$ cat src/rtl/mac_pe_pipe.sv
// Pipelined signed MAC processing element for the convolution systolic array.
// Forwards x downstream with latency 1 and produces saturated y with latency 2.
module mac_pe_pipe #(
  parameter int DATA_W   = 8,
  parameter int WEIGHT_W = 8,
  parameter int ACC_W    = 24
) (
  input  logic                       clk,
  input  logic                       rst_n,
  input  logic                       en,
  input  logic                       mode,
  input  logic                       w_load,
  input  logic signed [WEIGHT_W-1:0] w_in,
  input  logic signed [DATA_W-1:0]   x_in,
  input  logic                       x_valid_in,
  input  logic                       x_last_in,
  input  logic signed [ACC_W-1:0]    y_in,
  input  logic                       acc_clr,
  output logic signed [DATA_W-1:0]   x_out,
  output logic                       x_valid_out,
  output logic                       x_last_out,
  output logic signed [ACC_W-1:0]    y_out,
  output logic                       y_valid_out,
  output logic                       sat_flag
);

  localparam int PW = DATA_W + WEIGHT_W;
  localparam logic signed [ACC_W-1:0] SAT_MAX = {1'b0, {(ACC_W-1){1'b1}}};
  localparam logic signed [ACC_W-1:0] SAT_MIN = {1'b1, {(ACC_W-1){1'b0}}};

  // stage-1 tags travel with the product so mode can change every cycle
  typedef struct packed {
    logic v;
    logic last;
    logic mode;
  } s1_tag_t;

  logic signed [WEIGHT_W-1:0] r_weight;
  logic signed [DATA_W-1:0]   r_x_out;
  logic                       r_x_valid;
  logic                       r_x_last;
  logic signed [ACC_W-1:0]    r_prod;
  logic signed [ACC_W-1:0]    r_yin;
  s1_tag_t                    r_tag1;
  logic signed [ACC_W-1:0]    r_acc;
  logic signed [ACC_W-1:0]    r_y_out;
  logic                       r_y_valid;
  logic                       r_sat;

  logic signed [PW-1:0]       w_x_ext;
  logic signed [PW-1:0]       w_w_ext;
  logic signed [PW-1:0]       w_prod;
  logic signed [ACC_W-1:0]    w_prod_ext;
  logic signed [ACC_W-1:0]    w_base;
  logic signed [ACC_W:0]      w_sum;
  logic                       w_ovf;
  logic signed [ACC_W-1:0]    w_sat;
  logic                       w_clamp;
  logic                       w_emit;

  // full-precision product; PW bits always hold it exactly
  assign w_x_ext    = PW'(x_in);
  assign w_w_ext    = PW'(r_weight);
  assign w_prod     = w_x_ext * w_w_ext;
  assign w_prod_ext = ACC_W'(w_prod);

  // acc_clr zeroes the base so a coincident ACCUM term starts the new sum
  always_comb begin
    w_base = r_yin;
    if (r_tag1.mode) w_base = acc_clr ? '0 : r_acc;
  end

  assign w_sum   = (ACC_W+1)'(w_base) + (ACC_W+1)'(r_prod);
  assign w_ovf   = w_sum[ACC_W] ^ w_sum[ACC_W-1];
  assign w_sat   = !w_ovf ? w_sum[ACC_W-1:0] : (w_sum[ACC_W] ? SAT_MIN : SAT_MAX);
  assign w_clamp = r_tag1.v & w_ovf;
  assign w_emit  = r_tag1.v & (~r_tag1.mode | r_tag1.last);

  always_ff @(posedge clk or negedge rst_n) begin
    if (!rst_n) begin
      r_weight  <= '0;
      r_x_out   <= '0;
      r_x_valid <= 1'b0;
      r_x_last  <= 1'b0;
      r_prod    <= '0;
      r_yin     <= '0;
      r_tag1    <= '0;
      r_acc     <= '0;
      r_y_out   <= '0;
      r_y_valid <= 1'b0;
      r_sat     <= 1'b0;
    end else if (en) begin
      if (w_load) r_weight <= w_in;
      r_x_out   <= x_in;
      r_x_valid <= x_valid_in;
      r_x_last  <= x_last_in;
      r_prod    <= w_prod_ext;
      r_yin     <= y_in;
      r_tag1    <= '{v: x_valid_in, last: x_last_in, mode: mode};
      r_y_valid <= w_emit;
      if (w_emit) r_y_out <= w_sat;
      if (r_tag1.v && r_tag1.mode) r_acc <= r_tag1.last ? '0 : w_sat;
      else if (acc_clr)            r_acc <= '0;
      if (w_clamp)      r_sat <= 1'b1;
      else if (acc_clr) r_sat <= 1'b0;
    end
  end

  assign x_out       = r_x_out;
  assign x_valid_out = r_x_valid;
  assign x_last_out  = r_x_last;
  assign y_out       = r_y_out;
  assign y_valid_out = r_y_valid;
  assign sat_flag    = r_sat;

endmodule
$ cat config.mk
export PLATFORM = sky130hd
export DESIGN_NAME = mac_pe_pipe
export DESIGN_NICKNAME = d
export VERILOG_FILES = /design/src/rtl/mac_pe_pipe.sv
export SDC_FILE = /design/constraint.sdc
export NUM_CORES = 1
export LEC_CHECK = 0
export CORE_MARGIN = 2
export CORE_UTILIZATION = 29
export CTS_BUF_LIST = sky130_fd_sc_hd__clkbuf_16
export CTS_CLUSTER_SIZE = 12
export DETAILED_ROUTE_END_ITERATION = 8
export DONT_BUFFER_PORTS = 1
export GPL_ROUTABILITY_DRIVEN = 0
export SYNTH_ARGS = -nofsm -noshare
export SYNTH_HDL_FRONTEND = slang
export SYNTH_SLANG_ARGS = --single-unit
$ cat constraint.sdc
create_clock -name clk -period 10.49 [get_ports clk]
set_input_delay 0.5245 -clock clk [delete_from_list [all_inputs] [get_ports clk]]
set_output_delay 0.5245 -clock clk [all_outputs]
set_load 0.02 [all_outputs]
Word-level counts from Yosys, hierarchy flattened
Index checks and enable logic that the tools add are counted.
W data, S select, Z words.

word-level totals
  register bits after elaboration = 109
  input bits = 48
  output and inout bits = 36
  logic and storage cells = 31

operators by class
  add/sub/neg operators = 1
  multipliers = 1
  multiplexer cells = 8
  bitwise logic cells = 5
  reductions and logical operators = 5

operators with widths
  kind                 count
  $mux W24             6
  $add A24 B16 Y25     1
  $mul A8 B8 Y16       1
  $reduce_and A2 Y1    3
  $and A1 B1 Y1        2
  $mux W1              2
  $reduce_bool A2 Y1   1
  $logic_and A1 B1 Y1  1
  $not A1 Y1           1
  $or A1 B1 Y1         1
  $xor A1 B1 Y1        1

Logic depth before layout (Yosys ltp)
  depth after elaboration = 7
  mapped depth = 19
  mapped depth without buffers = 19

Worst setup path after synthesis
Ideal clock, no wire load.

  kind = input port to flip-flop
  start point = input port x_in[7]
  end point = register r_prod[12]
  setup time = 0.120 ns
  data arrival time = 4.547 ns
  required time = 10.370 ns
  path slack = 5.823 ns
  stages on the path = 18
  buffers on the path = 1
  cells stage by stage = clkbuf_1 -> and2_1 -> fa_1 -> inv_1 -> fa_1 -> inv_1 -> fa_1 -> inv_1 -> fa_1 -> inv_1 -> ha_1 -> a21oi_1 -> o21bai_1 -> a21oi_1 -> nor2b_1 -> o21a_1 -> or3_1 -> a31o_2

on the way
  word-level cells in the longest chain between the ends = 1

ends and longest elaborated chain
  element                 RTL line  source
  start: declaration      14        input logic signed [DATA_W-1:0] x_in,
  $mul A8 B8 Y16          64        assign w_prod = w_x_ext * w_w_ext;
  end signal: assignment  97        r_prod <= w_prod_ext;
  end: declaration        42        logic signed [ACC_W-1:0] r_prod;

Every way passes these cells.
A chain may end at the register's enable or synchronous reset.

Worst setup path in the final report
  start point = register r_weight[7]
  end point = register r_prod[12]

on the way
  word-level cells in the longest chain between the ends = 1

ends and longest elaborated chain
  element                   RTL line  source
  start: declaration        38        logic signed [WEIGHT_W-1:0] r_weight;
  start signal: assignment  93        if (w_load) r_weight <= w_in;
  $mul A8 B8 Y16            64

Every way passes these cells.

==> impl_results.md <==
- Status: completed
- RSZ-0062 raised after global routing: false
- Clk root buf: clkbuf_16
- Most used cell, CP: fa_1
- CTS tree: done
- Die area: 0.0297 sq mm
- CP Data Required Time: 10.74 ns
- Synth Flop Type: dfrtp_1
- Top cells by area, synth: dfrtp_1, fa_1, ha_1
- Post-CTS Setup Bufs: 0
- Total core area: 0.0278 sq mm
- Area growth from synthesis to layout: 8.36%
- Post-Syn Area: 0.00820 sq mm
- FF+latch count, synth: 109
- Fill cells: 2,937
- Max stage delay on crit path: 0.55 ns
- WP buf/inv: 3
- Placed cell count: 1,228
- # DRC: 0
- Syn_nets: 1,035
- Sequential fraction of the synthesis area: 33.2%
- Yosys cell types: 56
- DRT iter0 DRCs: 470
- Post-detail-place hpwl: 15.3 mm
- DRT Pass-1 Iters: 4
- Post-Route WL: 20.4 mm
- Slew Viols, Final: 0
- Clk slew on worst S/H paths: 0.09 ns
- CP Data Arrival Time: 5.00 ns
- Synth top area share: 33.2%
- Most frequent cells in the layout: inv_1, dfrtp_1, nand2_1, o21ai_0, fa_1
- Final core occ: 32.0%
- Dpl ws: 5.73 ns
- Final Critical Period: 4.75 ns
- Leakage Power: 4.07 nW
- Initial antenna violation count: 1
- Sink Count: 109
- Port Buf Inserts: 0
- Post-synth EDFFs: 0
- Vias in the first global route: 6,197
- Via/cell ratio: 4.82
- CP Launch Type: register
- Final Power: 2.81 mW
- CTS buffer count: 9
- Starting density of the core: 29.5%
- FF-to-FF path depth: 16
- Die Ht: 172 um
- Synth Warn #: 0
- IO Pins: 84
- CP max FO: 10
- Setup crit end kind: register
- Reg2Reg Launch Point: r_weight[7]
- CP Cell Sequence: nand2b_1 -> fa_1 -> fa_1 -> inv_1 -> fa_1 -> inv_1 -> fa_1 -> inv_1 -> ha_1 -> a21oi_1 -> o21bai_1 -> a21oi_1 -> nor2b_1 -> o21a_1 -> or3_1 -> a31o_2
- Final setup violation count: 0
- R2r endpoint: r_prod[12]
- Clk_skew: 0.0156 ns
- Layout cells sized above 1: 7.38%
- Mapped Avg Cell Area: 9.34 sq um
- Vias: 6,011
- CTS Buffer Depth: 2
- First-pass GRT wire length: 33.6 mm
- Min Hold Slack: 0.118 ns
- VDD IR max: 162 uV
- Antenna Violating Nets Remaining: 0
- # rows: 61
- Pwr dens: 316 mW/mm^2
- HP Class: in2async
- Sum Neg Setup Slack: 0 ns
- Worst-margin pin slew: 1.07 ns
- Chip width: 172 um
- H-Tree Depth: 3
- Crit share post-route: 45.3%
- Total gr overflow: 0
- Ys async rst share: 100%
- Final WS setup: 5.74 ns
- Final #Nets: 1,019
- Fin. Hold Viols: 0
- Crit path max-delay cell type: fa_1
- Post-route design area: 0.00889 sq mm
- Reg area: 0.00273 sq mm
- Most common cell after layout, fill and taps aside: inv_1
- CP top delay family: adder cells
- R2r setup slk: 5.74 ns
- Worst slew margin: 28.3%
- Avg WL per Cell: 16.3 um
- Synth area leader: dfrtp_1
- Pin count of the biggest net entering global routing: 110
- Synthesized instance count: 878
- Multi-input gate area: 0.00492 sq mm
- Max Freq: 211 MHz
- Maximum Capacitance Violations: 0
- Dpl cell area: 0.00857 sq mm
- Final cell count without fillers: 1,246
- Total track usage: 14.6%
- Clk_lat worst skew: 0.36 ns
- CTS resizes: 0
- Crit Path Category: reg2reg
==> sequential cells by signal, indices dropped and copies added, names as in the netlist <==
name / flops
y_out: 24
r_acc: 24
r_weight: 8
sat_flag: 1
r_yin: 24
r_prod: 16
y_valid_out: 1
x_out: 8
r_tag1: 3
==> Yosys cell counts (4+ instances only) <==
cell / instances
inv_1: 110
dfrtp_1: 109
nand2_1: 106
o21ai_0: 65
fa_1: 56
ha_1: 53
a21oi_1: 51
nor2_1: 49
and2_1: 47
mux2_2: 31
xnor2_1: 27
a221o_1: 20
clkbuf_1: 20
nor3_1: 12
nor2b_1: 11
a21o_1: 10
nand3_1: 9
nand2b_1: 8
xor2_1: 7
buf_2: 6
o211ai_1: 6
o21a_1: 5
buf_1: 4
o21bai_1: 4
or3_1: 4
==> metal layers <==
metal,up-vias,GRT usage [%],wire [um]
met5,-,0,0
met4,0,3.22,259
met3,18,3.04,1100
met2,121,22.8,8910
met1,2973,20.7,10100
li1,2899,-,-
==> worst reg2reg max path, cell delays in order, from the launching register on <==
cell	delay, ns
dfrtp_1	0.54
nand2b_1	0.15
fa_1	0.52
fa_1	0.55
inv_1	0.05
fa_1	0.52
inv_1	0.05
fa_1	0.53
inv_1	0.04
ha_1	0.33
a21oi_1	0.23
o21bai_1	0.09
a21oi_1	0.21
nor2b_1	0.10
o21a_1	0.19
or3_1	0.30
a31o_2	0.24
==> report_power, final <==
group          switching [mW]  internal, mW
clock                   0.182         0.168
combinational           0.948         0.784
sequential              0.170         0.556
==> kinds of logic (layout without fill, tap and decap cells) <==
family / Yosys count / count (layout) / share of synthesized area (%)
other cells: 0 / 1 / 0
compound gates: 192 / 192 / 15.2
fa+ha+maj: 109 / 109 / 21.7
xor+xnor: 34 / 34 / 3.63
simple gates: 259 / 259 / 14.8
mux: 33 / 33 / 4.56
buf+inv: 142 / 131 / 6.77
flops: 109 / 109 / 33.2
==> worst max-delay path by stage <==
| stage | startpoint | endpoint | slack, ns | cells past startpoint |
|---|---|---|---|---|
| finish | r_weight[7] | r_prod[12] | 5.74 | 16 |
| global placement | x_in[3] | r_prod[12] | 5.79 | 17 |
| global route | r_weight[7] | r_prod[12] | 5.41 | 16 |
| CTS | r_weight[7] | r_prod[12] | 5.73 | 16 |
| detailed placement | x_in[0] | r_prod[12] | 5.73 | 16 |
| floorplan | x_in[7] | r_prod[12] | 5.82 | 18 |
==> cell type report <==
| class | instances | area share [%] |
|---|---|---|
| inverters | 110 | 4.64 |
| flip-flops and latches | 109 | 30.7 |
| clock buffers | 9 | 2.53 |
| repair buffers | 5 | 0.647 |
| multi-input cells | 627 | 55.4 |
| clock inverters | 7 | 0.760 |
| well taps | 378 | 5.32 |
| diodes | 1 | 0.0281 |
==> timing repair <==
action | CTS | global route
hold endpoints to repair | 109 | 0
setup endpoints to repair | 0 | 0
hold buffers | 1 | 0
(Power assumes the default switching activity.)
